==> config.mk <==
export PLATFORM = sky130hd
export DESIGN_NAME = power_window_sampler
export DESIGN_NICKNAME = d
export VERILOG_FILES = /design/src/rtl/power_window_sampler.sv
export SDC_FILE = /design/constraint.sdc
export NUM_CORES = 1
export LEC_CHECK = 0
export BUFFER_PORTS_ARGS = -buffer_cell sky130_fd_sc_hd__buf_4
export CELL_PAD_IN_SITES_DETAIL_PLACEMENT = 1
export CELL_PAD_IN_SITES_GLOBAL_PLACEMENT = 1
export CORE_UTILIZATION = 40
export DETAILED_ROUTE_END_ITERATION = 10
export PLACE_DENSITY = 0.76
export SYNTH_ARGS = -nofsm -noshare
export SYNTH_HDL_FRONTEND = slang
export SYNTH_SLANG_ARGS = --single-unit
==> constraint.sdc <==
create_clock -name clk -period 6.69 [get_ports clk]
set_input_delay 0.3345 -clock clk [delete_from_list [all_inputs] [get_ports clk]]
set_output_delay 0.3345 -clock clk [all_outputs]
set_load 0.02 [all_outputs]
==> src/rtl/power_window_sampler.sv <==
// power_window_sampler: samples the free-running accumulator once per window,
// queues each window's energy increment in a FIFO, and lets software drain it
// through a small register slave with a one-cycle read latency.
module power_window_sampler #(
    parameter int ACC_W = 36,
    parameter int CNT_W = 32,
    parameter int DEPTH = 16
) (
    input  logic             clk,
    input  logic             reset,
    input  logic [ACC_W-1:0] result_in,
    input  logic             run,
    input  logic [CNT_W-1:0] period,
    input  logic             s_read,
    input  logic             s_write,
    input  logic [2:0]       s_addr,
    input  logic [31:0]      s_wdata,
    output logic [31:0]      s_rdata
);

    localparam int AW = $clog2(DEPTH);
    localparam logic [AW:0]      FULL_COUNT = (AW+1)'(DEPTH);
    localparam logic [CNT_W-1:0] CNT_ONE    = CNT_W'(1);

    typedef enum logic {
        IDLE = 1'b0,
        RUN  = 1'b1
    } state_t;

    state_t           state;
    state_t           state_next;
    logic             load;
    logic             count_down;
    logic             window_end;

    logic [ACC_W-1:0] prev;
    logic [CNT_W-1:0] cnt;
    logic [ACC_W-1:0] delta;

    logic [ACC_W-1:0] mem [DEPTH];
    logic [AW-1:0]    wr_ptr;
    logic [AW-1:0]    rd_ptr;
    logic [AW:0]      count;
    logic             empty;
    logic             full;
    logic [63:0]      head;

    logic [15:0]      drop_cnt;
    logic [31:0]      win_cnt;
    logic             ovf;

    logic             clear;
    logic             pop;
    logic             push_ok;
    logic             drop;
    logic             unused_wdata;

    assign delta        = result_in - prev;
    assign empty        = (count == '0);
    assign full         = (count == FULL_COUNT);
    assign head         = 64'(mem[rd_ptr]);
    assign clear        = s_write && (s_addr == 3'd0) && s_wdata[0];
    assign pop          = s_read && (s_addr == 3'd2) && !empty;
    assign push_ok      = window_end && (!full || pop);
    assign drop         = window_end && full && !pop;
    assign unused_wdata = ^s_wdata[31:1];

    // Window FSM state register.
    always_ff @(posedge clk or posedge reset) begin
        if (reset) begin
            state <= IDLE;
        end else begin
            state <= state_next;
        end
    end

    // Next state plus the reload / countdown / window-end strobes.
    always_comb begin
        state_next = state;
        load       = 1'b0;
        count_down = 1'b0;
        window_end = 1'b0;
        case (state)
            IDLE: begin
                if (run && (period != '0)) begin
                    state_next = RUN;
                    load       = 1'b1;
                end
            end
            RUN: begin
                if (!run || (period == '0)) begin
                    state_next = IDLE;
                end else if (cnt == '0) begin
                    load       = 1'b1;
                    window_end = 1'b1;
                end else begin
                    count_down = 1'b1;
                end
            end
            default: state_next = IDLE;
        endcase
    end

    // Window baseline and period countdown.
    always_ff @(posedge clk or posedge reset) begin
        if (reset) begin
            prev <= '0;
            cnt  <= '0;
        end else if (load) begin
            prev <= result_in;
            cnt  <= period - CNT_ONE;
        end else if (count_down) begin
            cnt  <= cnt - CNT_ONE;
        end
    end

    // FIFO storage; a pop at full frees the slot the push overwrites.
    always_ff @(posedge clk) begin
        if (push_ok && !clear) begin
            mem[wr_ptr] <= delta;
        end
    end

    // FIFO pointers, occupancy and the statistics counters; clear beats everything.
    always_ff @(posedge clk or posedge reset) begin
        if (reset) begin
            wr_ptr   <= '0;
            rd_ptr   <= '0;
            count    <= '0;
            drop_cnt <= '0;
            win_cnt  <= '0;
            ovf      <= 1'b0;
        end else if (clear) begin
            wr_ptr   <= '0;
            rd_ptr   <= '0;
            count    <= '0;
            drop_cnt <= '0;
            win_cnt  <= '0;
            ovf      <= 1'b0;
        end else begin
            if (push_ok) begin
                wr_ptr <= wr_ptr + 1'b1;
            end
            if (pop) begin
                rd_ptr <= rd_ptr + 1'b1;
            end
            case ({push_ok, pop})
                2'b10:   count <= count + 1'b1;
                2'b01:   count <= count - 1'b1;
                default: count <= count;
            endcase
            if (window_end) begin
                win_cnt <= win_cnt + 32'd1;
            end
            if (drop) begin
                ovf <= 1'b1;
                if (drop_cnt != 16'hFFFF) begin
                    drop_cnt <= drop_cnt + 16'd1;
                end
            end
        end
    end

    // Registered read port; returns values as they were before this edge.
    always_ff @(posedge clk or posedge reset) begin
        if (reset) begin
            s_rdata <= '0;
        end else if (s_read) begin
            case (s_addr)
                3'd0:    s_rdata <= {16'd0, 8'(count), 4'd0, ovf, full, empty, state == RUN};
                3'd1:    s_rdata <= empty ? 32'd0 : head[31:0];
                3'd2:    s_rdata <= empty ? 32'd0 : head[63:32];
                3'd3:    s_rdata <= {16'd0, drop_cnt};
                3'd4:    s_rdata <= win_cnt;
                default: s_rdata <= 32'd0;
            endcase
        end
    end

endmodule

==> results by group, run 1 <==
Outcome
  – Outcome: finished, violations left
  – Failing checks: DRC

Power and ir drop
  – Peak VDD IR: 0.193 mV
  – PwrDens: ~290 nW/um^2
  – Lkg Pwr: 0.0130 uW

Placement
  – IO buf count: ~110
  – Placer congestion estimate: 0.853
  – Hpwl dp: approximately 57 mm

STA
  – Worst clock skew: between 0.015 and 0.02 ns
  – RSZ-0062 raised after global routing: no
  – Crit path time final: about 4.8 ns
  – Worst-Margin Slew: 1.43 ns
  – Worst Hold Slack: 0.0638 ns
  – Max Slew Vio Count: 0
  – Max-slew headroom: 4.41%
  – Sum of negative setup slack: 0 ns
  – Setup-failing EPs final: 0
  – Final worst-path cycle share: around 70%
  – Peak Freq: between 200 and 250 MHz
  – Final Hold Vio Count: 0

Drt
  – Pre-antenna DRT Iters: 8
  – Initial DRC count: roughly 1900
  – Detailed-route DRC error count: 10
  – DR vias: around 21000
  – WL/cell: 26.4 um
  – Routed Antenna Nets: 0
  – Routed Wire Length: between 90 and 100 mm
  – Post-DR vias/cell: 5.92

Worst setup path
  – CP required: around 7 ns
  – CP max FO: 20
  – Critical Path AT: approximately 5.1 ns
  – Startpoint type of the worst setup path: flop
  – Crit end category: flop
  – Critical path class: flop to flop

Clock network
  – Post_cts resized: 0
  – Worst skew pair latency: 0.64 ns
  – Total CTS buffers: 77
  – Root Buffer: clkbuf_16
  – CTS Sinks: 739
  – CTS H-tree depth: 3
  – CTS clk-pin slew, worst paths: 0.06 ns
  – CTS tree: done
  – CTS Buffer Depth: 3
  – Post-CTS Setup Bufs: 0

Layout
  – Share of cells above drive strength 1: 19.1%
  – Nets@finish: between 2000 and 3000
  – Layout area overhead: 15.8%

Global route
  – Number of global-route vias before repair: approximately 22000
  – Total track usage: 22.6%
  – Total congestion overflow: 0
  – Largest net degree at the start of global routing: slightly below 100
  – First-pass GRT wire length: approximately 140 mm
  – Antenna violations before repair: 1

Logic synthesis
  – FF+latch count, synth: between 700 and 800
  – Top cell type's share of synthesized area: between 50% and 60%
  – Leading area contributor after synthesis: edfxtp_1
  – Mapped Cells: between 2000 and 2500
  – Ys Warns: 0
  – Count of different cell masters after synthesis: 73
  – Post-synth EDFFs: about 580
  – Syn_nets: 2386
  – Most frequent cell after synthesis: edfxtp_1
  – Syn avg cell area: 14.6 um^2
  – Synth Cell Area: approximately 33000 um^2
  – Async S/R FF share, synth: 22.1%
  – Synth Flop Type: edfxtp_1
  – Register area share after synthesis: approximately two thirds
  – Top cells by area, synth: edfxtp_1 (53%), dfrtp_1 (12%), mux4_2 (8.9%)
  – Most instantiated cells after synthesis: edfxtp_1 (576), dfrtp_1 (163), nand2_1 (137)

Floorplanning
  – Core area: between 80000 and 90000 um^2
  – I/O pin count: between 100 and 150
  – Die area: ~83000 um^2
  – Initial Utilization: around 40%
  – Die Y-Extent: between 200 and 300 um
  – Chip width: about 290 um
  – Rows: between 100 and 150

Hold path
  – Worst hold path type: input pin to flop

Flow run
  – Max cap viols: 0
where the power goes:
part           switching, uW  leakage, uW  internal (uW)
clock network           1830      0.00123           2530
logic                    794      0.00445            298
registers               63.7      0.00731           5380
cell usage in the layout, fill, tap and decap left out, drive strengths merged, types with 8 or more instances in the layout:
cell type,Yosys,routed
a211oi,29,29
a21o,12,12
a21oi,124,124
a221oi,18,18
a22oi,18,18
a31oi,8,8
and2,16,16
and3,19,19
buf,43,157
bufinv,0,8
clkbuf,65,93
clkinv,1,29
dfrtp,163,163
dlygate4sd3,0,38
edfxtp,576,576
ha,46,46
inv,66,71
mux2,23,23
mux2i,73,73
mux4,129,129
nand2,137,137
nand2b,14,14
nand3,34,34
nand4,17,17
nor2,132,132
nor2b,15,15
nor3,56,56
nor4,14,14
o211ai,11,11
o21a,10,10
o21ai,132,132
o2bb2ai,33,33
o31ai,9,9
or3,20,20
xnor2,30,30
xor2,44,44
registers in the layout, indices dropped and copies added, names as in the netlist, 4 cells and up:
| register | flops |
|---|---|
| cnt | 32 |
| count | 5 |
| drop_cnt | 16 |
| mem | 576 |
| prev | 36 |
| rd_ptr | 4 |
| s_rdata | 32 |
| win_cnt | 32 |
| wr_ptr | 4 |
routing by layer:
metal	part of all wire [%]	GRT usage, %	routed length, um
met5	0	0	0
met1	40	28.4	36700
met3	5.6	3.08	5210
met4	3.1	8.29	2880
met2	52	39.6	48100
critical path: stages, from the launching register on:
cell     delay (ns)
dfrtp_1        0.45
nor3_1         0.34
nand4_1        0.35
or4_1          0.76
or4_1          0.60
nor2_1         0.17
nand3_1        0.34
nor2_4         0.91
buf_4          0.50
stage by stage:
stage          worst slack, ns  area [um^2]  util [%]  total power [uW]  std cells
2_1_floorplan             1.46        32700         -              6130       2230
3_3_place_gp              2.07        34900      43.2              6490       3338
3_5_place_dp              1.96        34900      43.2              6590       3338
4_1_cts                   1.94        37800      46.8             10900       3517
5_1_grt                   1.67        37800      46.9             11200       3518
6_report                  1.93        37800      46.9             10900       3519
logic make-up after synthesis:
kind of cell / Yosys count / share of synthesized area [%]
buffers and inverters: 175 / 2.14
multiplexers: 225 / 11.9
flip-flops: 739 / 65.4
AO/OA/AOI/OAI: 464 / 9.17
AND/OR/NAND/NOR: 505 / 7.46
adder cells (fa/ha/maj): 48 / 1.88
XOR/XNOR: 74 / 1.98
area by class of cell:
type	count	area (um^2)
clock buffer	93	2070
tap	1060	1330
inverter	67	256
antenna	1	2.50
sequential	739	21400
clock inverter	48	484
multi-input combinational	1316	10700
fill	8018	42800
timing repair buffer	195	1580
final timing paths:
kind,startpoint,endpoint,slack (ns),cells past startpoint
setup / recovery,cnt[2]$_DFFE_PP0P_,mem[12][22]$_DFFE_PP_,1.93,8
hold / removal,period[24],cnt[24]$_DFFE_PP0P_,0.06,3
setup reg to reg,cnt[2]$_DFFE_PP0P_,mem[12][22]$_DFFE_PP_,1.93,8
hold reg to reg,s_rdata[5]$_DFFE_PP0P_,s_rdata[5]$_DFFE_PP0P_,0.49,1
max in group asynchronous,reset,prev[26]$_DFFE_PP0N_,4.65,4
min in group asynchronous,reset,s_rdata[20]$_DFFE_PP0P_,0.47,3
what timing repair did:
action / CTS / global route
hold endpoints to repair: 132 / 0
endpoints found under the setup margin: 0 / 0
hold buffers: 38 / 0
Power figures use the tool's default switching activity.
==> run 2, diff against run 1 <==
- PLACE_DENSITY: 0.76 -> 0.78
- clock period: 6.69 -> 3.8 ns (I/O delays scaled with it)
==> run 2 against run 1 <==
The run still ends with DRC left. Largest cell class unchanged. Clock skew grew 0.0066 ns. Critical path type unchanged. Core utilization grew 1.4 points. Clock power grew 79%. Hold slack lost 0.033 ns.
==> results by group, run 2 (synthesized netlist as in run 1, its figures left out) <==
Outcome
  – Outcome: finished, violations left (unchanged)
  – Failing checks: DRC (unchanged)

STA
  – Peak Freq: 269 MHz (was 210 MHz)
  – Setup-failing EPs final: 0 (unchanged)
  – Max-slew headroom: 13.4% (was 4.41%)
  – Final worst slack: 0.0791 ns (was 1.93 ns)
  – Final worst-path cycle share: 97.9% (was 71.2%)
  – Max Slew Vio Count: 0 (unchanged)
  – Crit path time final: 3.72 ns (was 4.76 ns)
  – Final Hold Vio Count: 0 (unchanged)
  – Worst-Margin Slew: 1.29 ns (was 1.43 ns)
  – Worst clock skew: 0.0254 ns (was 0.0188 ns)

Placement
  – Worst slack, placed: -0.0521 ns (was 1.96 ns)
  – Placer congestion estimate: 0.848 (was 0.853)
  – IO buf count: 108 (unchanged)
  – Area after DPL: 35700 um^2 (was 34900 um^2)
  – Hpwl dp: 58.8 mm (was 57.1 mm)

Drt
  – WL/cell: 26.3 um (was 26.4 um)
  – Routed Wire Length: 94.9 mm (was 92.9 mm)
  – Post-DR vias/cell: 5.94 (was 5.92)
  – DR vias: 21390 (was 20837)
  – Pre-antenna DRT Iters: 9 (was 8)
  – Routed Antenna Nets: 0 (unchanged)
  – Detailed-route DRC error count: 4 (was 10)
  – Initial DRC count: 1981 (was 1899)

Layout
  – Commonest non-fill, non-tap cell in the layout: edfxtp_1 (unchanged)
  – Reg with most FFs: mem (unchanged)
  – Layout area overhead: 19.2% (was 15.8%)
  – Share of cells above drive strength 1: 21.4% (was 19.1%)
  – Nets@finish: 2636 (was 2552)
  – Max reg flops: 576 (unchanged)
  – Biggest regs: mem (576), prev (36) (unchanged)
  – Commonest non-fill, non-tap cells in the layout: edfxtp_1 (576), buf_4 (194), dfrtp_1 (159) (was edfxtp_1 (576), dfrtp_1 (159), buf_4 (155))
  – Cell area after layout: 38900 um^2 (was 37800 um^2)

Worst setup path
  – CP max FO: 15 (was 20)
  – R2R setup slack: 0.08 ns (was 1.93 ns)
  – Reg2Reg Depth: 11 (was 8)
  – Reg2reg start: cnt[16]$_DFFE_PP0P_ (was cnt[2]$_DFFE_PP0P_)
  – CP required: 4.34 ns (was 6.98 ns)
  – Crit end category: flop (unchanged)
  – Critical Path AT: 4.26 ns (was 5.05 ns)
  – Critical path class: flop to flop (unchanged)
  – RR Endpoint: cnt[18]$_DFFE_PP0P_ (was mem[12][22]$_DFFE_PP_)
  – Startpoint type of the worst setup path: flop (unchanged)

Floorplanning
  – Die area: 82800 um^2 (unchanged)
  – Rows: 104 (unchanged)
  – Core area: 80700 um^2 (unchanged)
  – Initial Utilization: 40.5% (unchanged)
  – I/O pin count: 140 (unchanged)
  – Chip width: 288 um (unchanged)
  – Die Y-Extent: 288 um (unchanged)

Power and ir drop
  – Peak VDD IR: 0.467 mV (was 0.193 mV)
  – PwrDens: 500 nW/um^2 (was 288 nW/um^2)
  – Lkg Pwr: 0.0135 uW (was 0.0130 uW)

Hold path
  – Hold path depth: 4 (was 3)
  – Worst hold path type: input pin to flop (unchanged)
  – Hold_sp: period[30] (was period[24])
  – Worst hold endpoint: cnt[30]$_DFFE_PP0P_ (was cnt[24]$_DFFE_PP0P_)

Clock network
  – CTS clk-pin slew, worst paths: 0.06 ns (about the same)
  – CTS Buffer Depth: 3 (unchanged)
  – Worst skew pair latency: 0.62 ns (was 0.64 ns)
  – Total CTS buffers: 77 (unchanged)
  – CTS Sinks: 739 (unchanged)
  – CTS H-tree depth: 3 (unchanged)
  – CTS tree: done (unchanged)
  – Root Buffer: clkbuf_16 (unchanged)

Global route
  – First-pass GRT wire length: 143 mm (was 140 mm)
  – Number of global-route vias before repair: 22746 (was 22439)
  – Largest net degree at the start of global routing: 164 (was 97)
  – Total track usage: 23.0% (was 22.6%)
  – Antenna violations before repair: 1 (unchanged)
  – Total congestion overflow: 0 (unchanged)

Flow run
  – Max cap viols: 0 (unchanged)
-- run 2: stage by stage --
stage,cells,power (uW),setup TNS [ns],util [%],hold slack (ns)
finish,3604,19500,0,48.3,0.0304
global route,3601,20000,-0.114,48.3,0.0528
CTS,3599,19500,0,48.2,0.00468
detailed placement,3401,11700,-0.265,44.2,0.411
global placement,3401,11500,0,44.2,0.400
floorplan,2230,10800,-115.56,-,0.295
-- run 2: worst max-delay path, cell delays in order (launching register included) --
cell	delay [ns]
dfrtp_1	0.45
nor4_2	0.33
nand4b_1	0.20
or4_4	0.62
a21oi_4	0.29
mux2i_2	0.36
ha_1	0.26
buf_4	0.24
nand2_2	0.13
or4_1	0.49
o211ai_1	0.11
o2bb2ai_1	0.14
-- run 2: power by group --
part | total (uW) | switching, uW | internal [uW]
clock network | 7790 | 3210 | 4580
logic | 2100 | 1460 | 635
registers | 9580 | 120 | 9460
-- run 2: per-layer routing --
metal / vias to the layer above / share of wire, % / global-route usage (%)
li1: 9221 / - / -
met1: 11133 / 39 / 29.7
met2: 833 / 51 / 39.3
met3: 201 / 5.9 / 2.94
met4: 2 / 4.1 / 9.55
met5: - / 0.014 / 0
-- run 2: timing repair --
item | in CTS | in global routing
endpoints found under the hold margin | 219 | 0
setup buffers | 0 | 2
hold buffers | 58 | 0
gates resized for setup | 2 | 14
endpoints found under the setup margin | 3 | 74
pin swaps | 0 | 1
-- run 2: worst max path at each step --
stage	start	endpoint	slack (ns)	cells after the start
finish	cnt[16]$_DFFE_PP0P_	cnt[18]$_DFFE_PP0P_	0.08	11
floorplan	cnt[11]$_DFFE_PP0P_	mem[12][0]$_DFFE_PP_	-0.46	8
global route	cnt[11]$_DFFE_PP0P_	cnt[8]$_DFFE_PP0P_	-0.05	12
detailed placement	cnt[16]$_DFFE_PP0P_	cnt[28]$_DFFE_PP0P_	-0.05	12
CTS	cnt[16]$_DFFE_PP0P_	cnt[28]$_DFFE_PP0P_	0.02	12
global placement	cnt[20]$_DFFE_PP0P_	cnt[28]$_DFFE_PP0P_	0.07	12
-- run 2: area by class of cell --
class	count	area (um^2)
fill	7950	41700
inverter	67	255
antenna	3	7.51
sequential	739	21400
multi-input combinational	1316	10800
timing repair buffer	279	2570
tap	1060	1330
clock inverter	39	478
clock buffer	101	2120
==> run 3, diff against run 2 <==
- GPL_TIMING_DRIVEN: not set -> 1
- SETUP_SLACK_MARGIN: not set -> 0.4
==> run 3 against run 2 <==
Die area did not move. Clock-buffer cell count decreased by 4. Highest routed layer is now met4. The flow finishes with violations (DRC, capacitance limit, slew limit, setup timing). Worst setup slack worse by 0.11 ns. Non-clock buffer count increased by 78. Power rose by 3.1%. Routed wire length up 17%. Final cell count rose by 2.1%. Design area is 3.9% higher. Sequential share of layout area fell by 2.1 points. Critical path type is now input pin to flop.
==> results by group, run 3 (synthesized netlist as in run 1, its figures left out) <==
Worst setup path
  – Startpoint type of the worst setup path: input pin (was flop)
  – CP max stage cell: a2111oi_1 (was or4_4)
  – CP cell instances: dlygate4sd3_1, buf_4, nor3_1, nand4_1, o41ai_4, buf_4, a21oi_4, buf_4, buf_8, buf_6, nor3_1, nor2_1, a2111oi_1, nor2_1, o21ai_0 (was nor4_2, nand4b_1, or4_4, a21oi_4, mux2i_2, ha_1, buf_4, nand2_2, or4_1, o211ai_1, o2bb2ai_1)
  – Critical Path Stages: 15 (was 11)
  – Reg2Reg Depth: 13 (was 11)
  – Critical Path AT: 4.36 ns (was 4.26 ns)
  – Slowest Stage Delay on Critical Path: 0.57 ns (was 0.62 ns)
  – Critical path class: input pin to flop (was flop to flop)
  – Crit path buf inv count: 6 (was 1)
  – Kind of cell adding the most delay to the critical path: buffers and inverters (was simple AND/OR/NAND/NOR gates)
  – CP required: 4.33 ns (was 4.34 ns)
  – Crit end category: flop (unchanged)
  – CP max FO: 36 (was 15)
  – Cell mode on critical path: buf_4

Layout
  – Reg with most FFs: mem (unchanged)
  – Sequential Area: 21400 um^2 (about the same)
  – Commonest non-fill, non-tap cell in the layout: edfxtp_1 (unchanged)
  – Fin util: 50.1% (was 48.3%)
  – Biggest regs: mem (576), prev (36) (unchanged)
  – # fillers: 7876 (was 7950)
  – Diode count: 0 (was 3)
  – Final Non-Filler Cells: 3680 (was 3604)
  – Area used by multi-input combinational logic: 11200 um^2 (was 10800 um^2)
  – Commonest non-fill, non-tap cells in the layout: edfxtp_1 (576), buf_4 (228), dfrtp_1 (155) (was edfxtp_1 (576), buf_4 (194), dfrtp_1 (159))
  – Nets@finish: 2715 (was 2636)
  – Max reg flops: 576 (unchanged)
  – Share of cells above drive strength 1: 25.5% (was 21.4%)
  – Layout area overhead: 23.8% (was 19.2%)

Floorplanning
  – Core area: 80700 um^2 (unchanged)
  – I/O pin count: 140 (unchanged)
  – Chip width: 288 um (unchanged)
  – Die Y-Extent: 288 um (unchanged)
  – Rows: 104 (unchanged)
  – Die area: 82800 um^2 (unchanged)
  – Initial Utilization: 40.5% (unchanged)

Global route
  – Total track usage: 23.4% (was 23.0%)
  – Total congestion overflow: 0 (unchanged)
  – Number of global-route vias before repair: 23084 (was 22746)
  – Largest net degree at the start of global routing: 76 (was 164)
  – First-pass GRT wire length: 145 mm (was 143 mm)
  – Antenna violations before repair: 0 (was 1)

STA
  – Crit path time final: 3.83 ns (was 3.72 ns)
  – Final Hold Vio Count: 0 (unchanged)
  – RSZ-0062 raised after global routing: yes
  – Sum of negative setup slack: -0.0267 ns (was 0 ns)
  – Max-slew headroom: -4.31% (was 13.4%)
  – Worst clock skew: 0.0347 ns (was 0.0254 ns)
  – Final worst-path cycle share: 101% (was 97.9%)
  – Final worst slack: -0.0267 ns (was 0.0791 ns)
  – Setup-failing EPs final: 1 (was 0)
  – Worst-Margin Slew: 1.55 ns (was 1.29 ns)
  – Max Slew Vio Count: 17 (was 0)
  – Peak Freq: 261 MHz (was 269 MHz)

Drt
  – Detailed-route DRC error count: 4 (unchanged)
  – Post-DR vias/cell: 6.24 (was 5.94)
  – Routed Antenna Nets: 0 (unchanged)
  – Routed Wire Length: 111 mm (was 94.9 mm)
  – Pre-antenna DRT Iters: 9 (unchanged)
  – Initial DRC count: 2937 (was 1981)
  – WL/cell: 30.2 um (was 26.3 um)
  – DR vias: 22975 (was 21390)

Clock network
  – CTS tree: done (unchanged)
  – CTS clk-pin slew, worst paths: 0.06 ns (about the same)
  – Root Buffer: clkbuf_16 (unchanged)
  – CTS H-tree depth: 3 (unchanged)
  – CTS Buffer Depth: 3 (unchanged)
  – CTS Sinks: 739 (unchanged)
  – Total CTS buffers: 77 (unchanged)
  – Worst skew pair latency: 0.65 ns (was 0.62 ns)

Placement
  – Placer congestion estimate: 0.843 (was 0.848)
  – IO buf count: 108 (unchanged)
  – Hpwl dp: 62.3 mm (was 58.8 mm)
  – Worst slack, placed: -0.0322 ns (was -0.0521 ns)
  – DP Cell Count: 3413 (was 3401)

Hold path
  – Worst hold path type: input pin to flop (unchanged)
  – Hold path depth: 4 (unchanged)

Power and ir drop
  – Peak VDD IR: 0.387 mV (was 0.467 mV)
  – Lkg Pwr: 0.0141 uW (was 0.0135 uW)
  – PwrDens: 496 nW/um^2 (was 500 nW/um^2)

Outcome
  – Outcome: finished, violations left (unchanged)
  – Failing checks: DRC, capacitance limit, slew limit, setup timing (was DRC)

Flow run
  – Max cap viols: 1 (was 0)
## run 3: per-stage QoR
step	cell area, um^2	total power, uW	hold slack [ns]
after floorplan	32800	10800	0.295
final	40500	20100	0.0222
after CTS	39200	19700	0.0000592
after global routing	40500	20500	0.0611
after detailed placement	35800	11700	0.405
after global placement	35800	11500	0.392
## run 3: routing by layer
metal  up-vias  track usage (%)  part of all wire [%]
li1       9371                -                     -
met3       308             3.52                   8.7
met4         0             8.61                   4.8
met2      1396             40.8                    50
met5         -                0                     0
met1     11900             29.5                    36
## run 3: layout make-up
| cell class | instances | area share, % |
|---|---|---|
| clock inverters | 43 | 1.44 |
| multi-input cells | 1317 | 27.6 |
| flip-flops and latches | 739 | 52.9 |
| repair buffers | 357 | 9.16 |
| clock buffers | 97 | 5.02 |
| well taps | 1060 | 3.28 |
| inverters | 67 | 0.637 |
## run 3: repair_timing
action	4_1_cts	5_1_grt
gates resized for setup	26	79
hold endpoints to repair	89	0
pin swaps	8	30
hold buffers	57	0
setup buffers	6	39
endpoints found under the setup margin	504	515
cloned	0	25
## run 3: path summary, 6_finish.rpt
path / endpoint / slack [ns] / from
min in group asynchronous: s_rdata[30]$_DFFE_PP0P_ / 0.31 / reset
min: cnt[6]$_DFFE_PP0P_ / 0.02 / period[6]
max: cnt[13]$_DFFE_PP0P_ / -0.03 / period[20]
max in group asynchronous: prev[27]$_DFFE_PP0N_ / 2.54 / reset
min reg2reg: s_rdata[15]$_DFFE_PP0P_ / 0.49 / s_rdata[15]$_DFFE_PP0P_
max reg2reg: cnt[30]$_DFFE_PP0P_ / 0.23 / cnt[24]$_DFFE_PP0P_
## run 3: where the power goes
part / switching [uW] / total, uW / internal, uW
combinational: 1660 / 2440 / 783
sequential: 136 / 9600 / 9460
clock: 3380 / 8040 / 4650
total: 5180 / 20100 / 14900
## run 3: worst min-delay path, stage by stage
cell and delay, ns:
buf_4 0.12, a41oi_1 0.10, a21oi_1 0.15, nor2_1 0.05
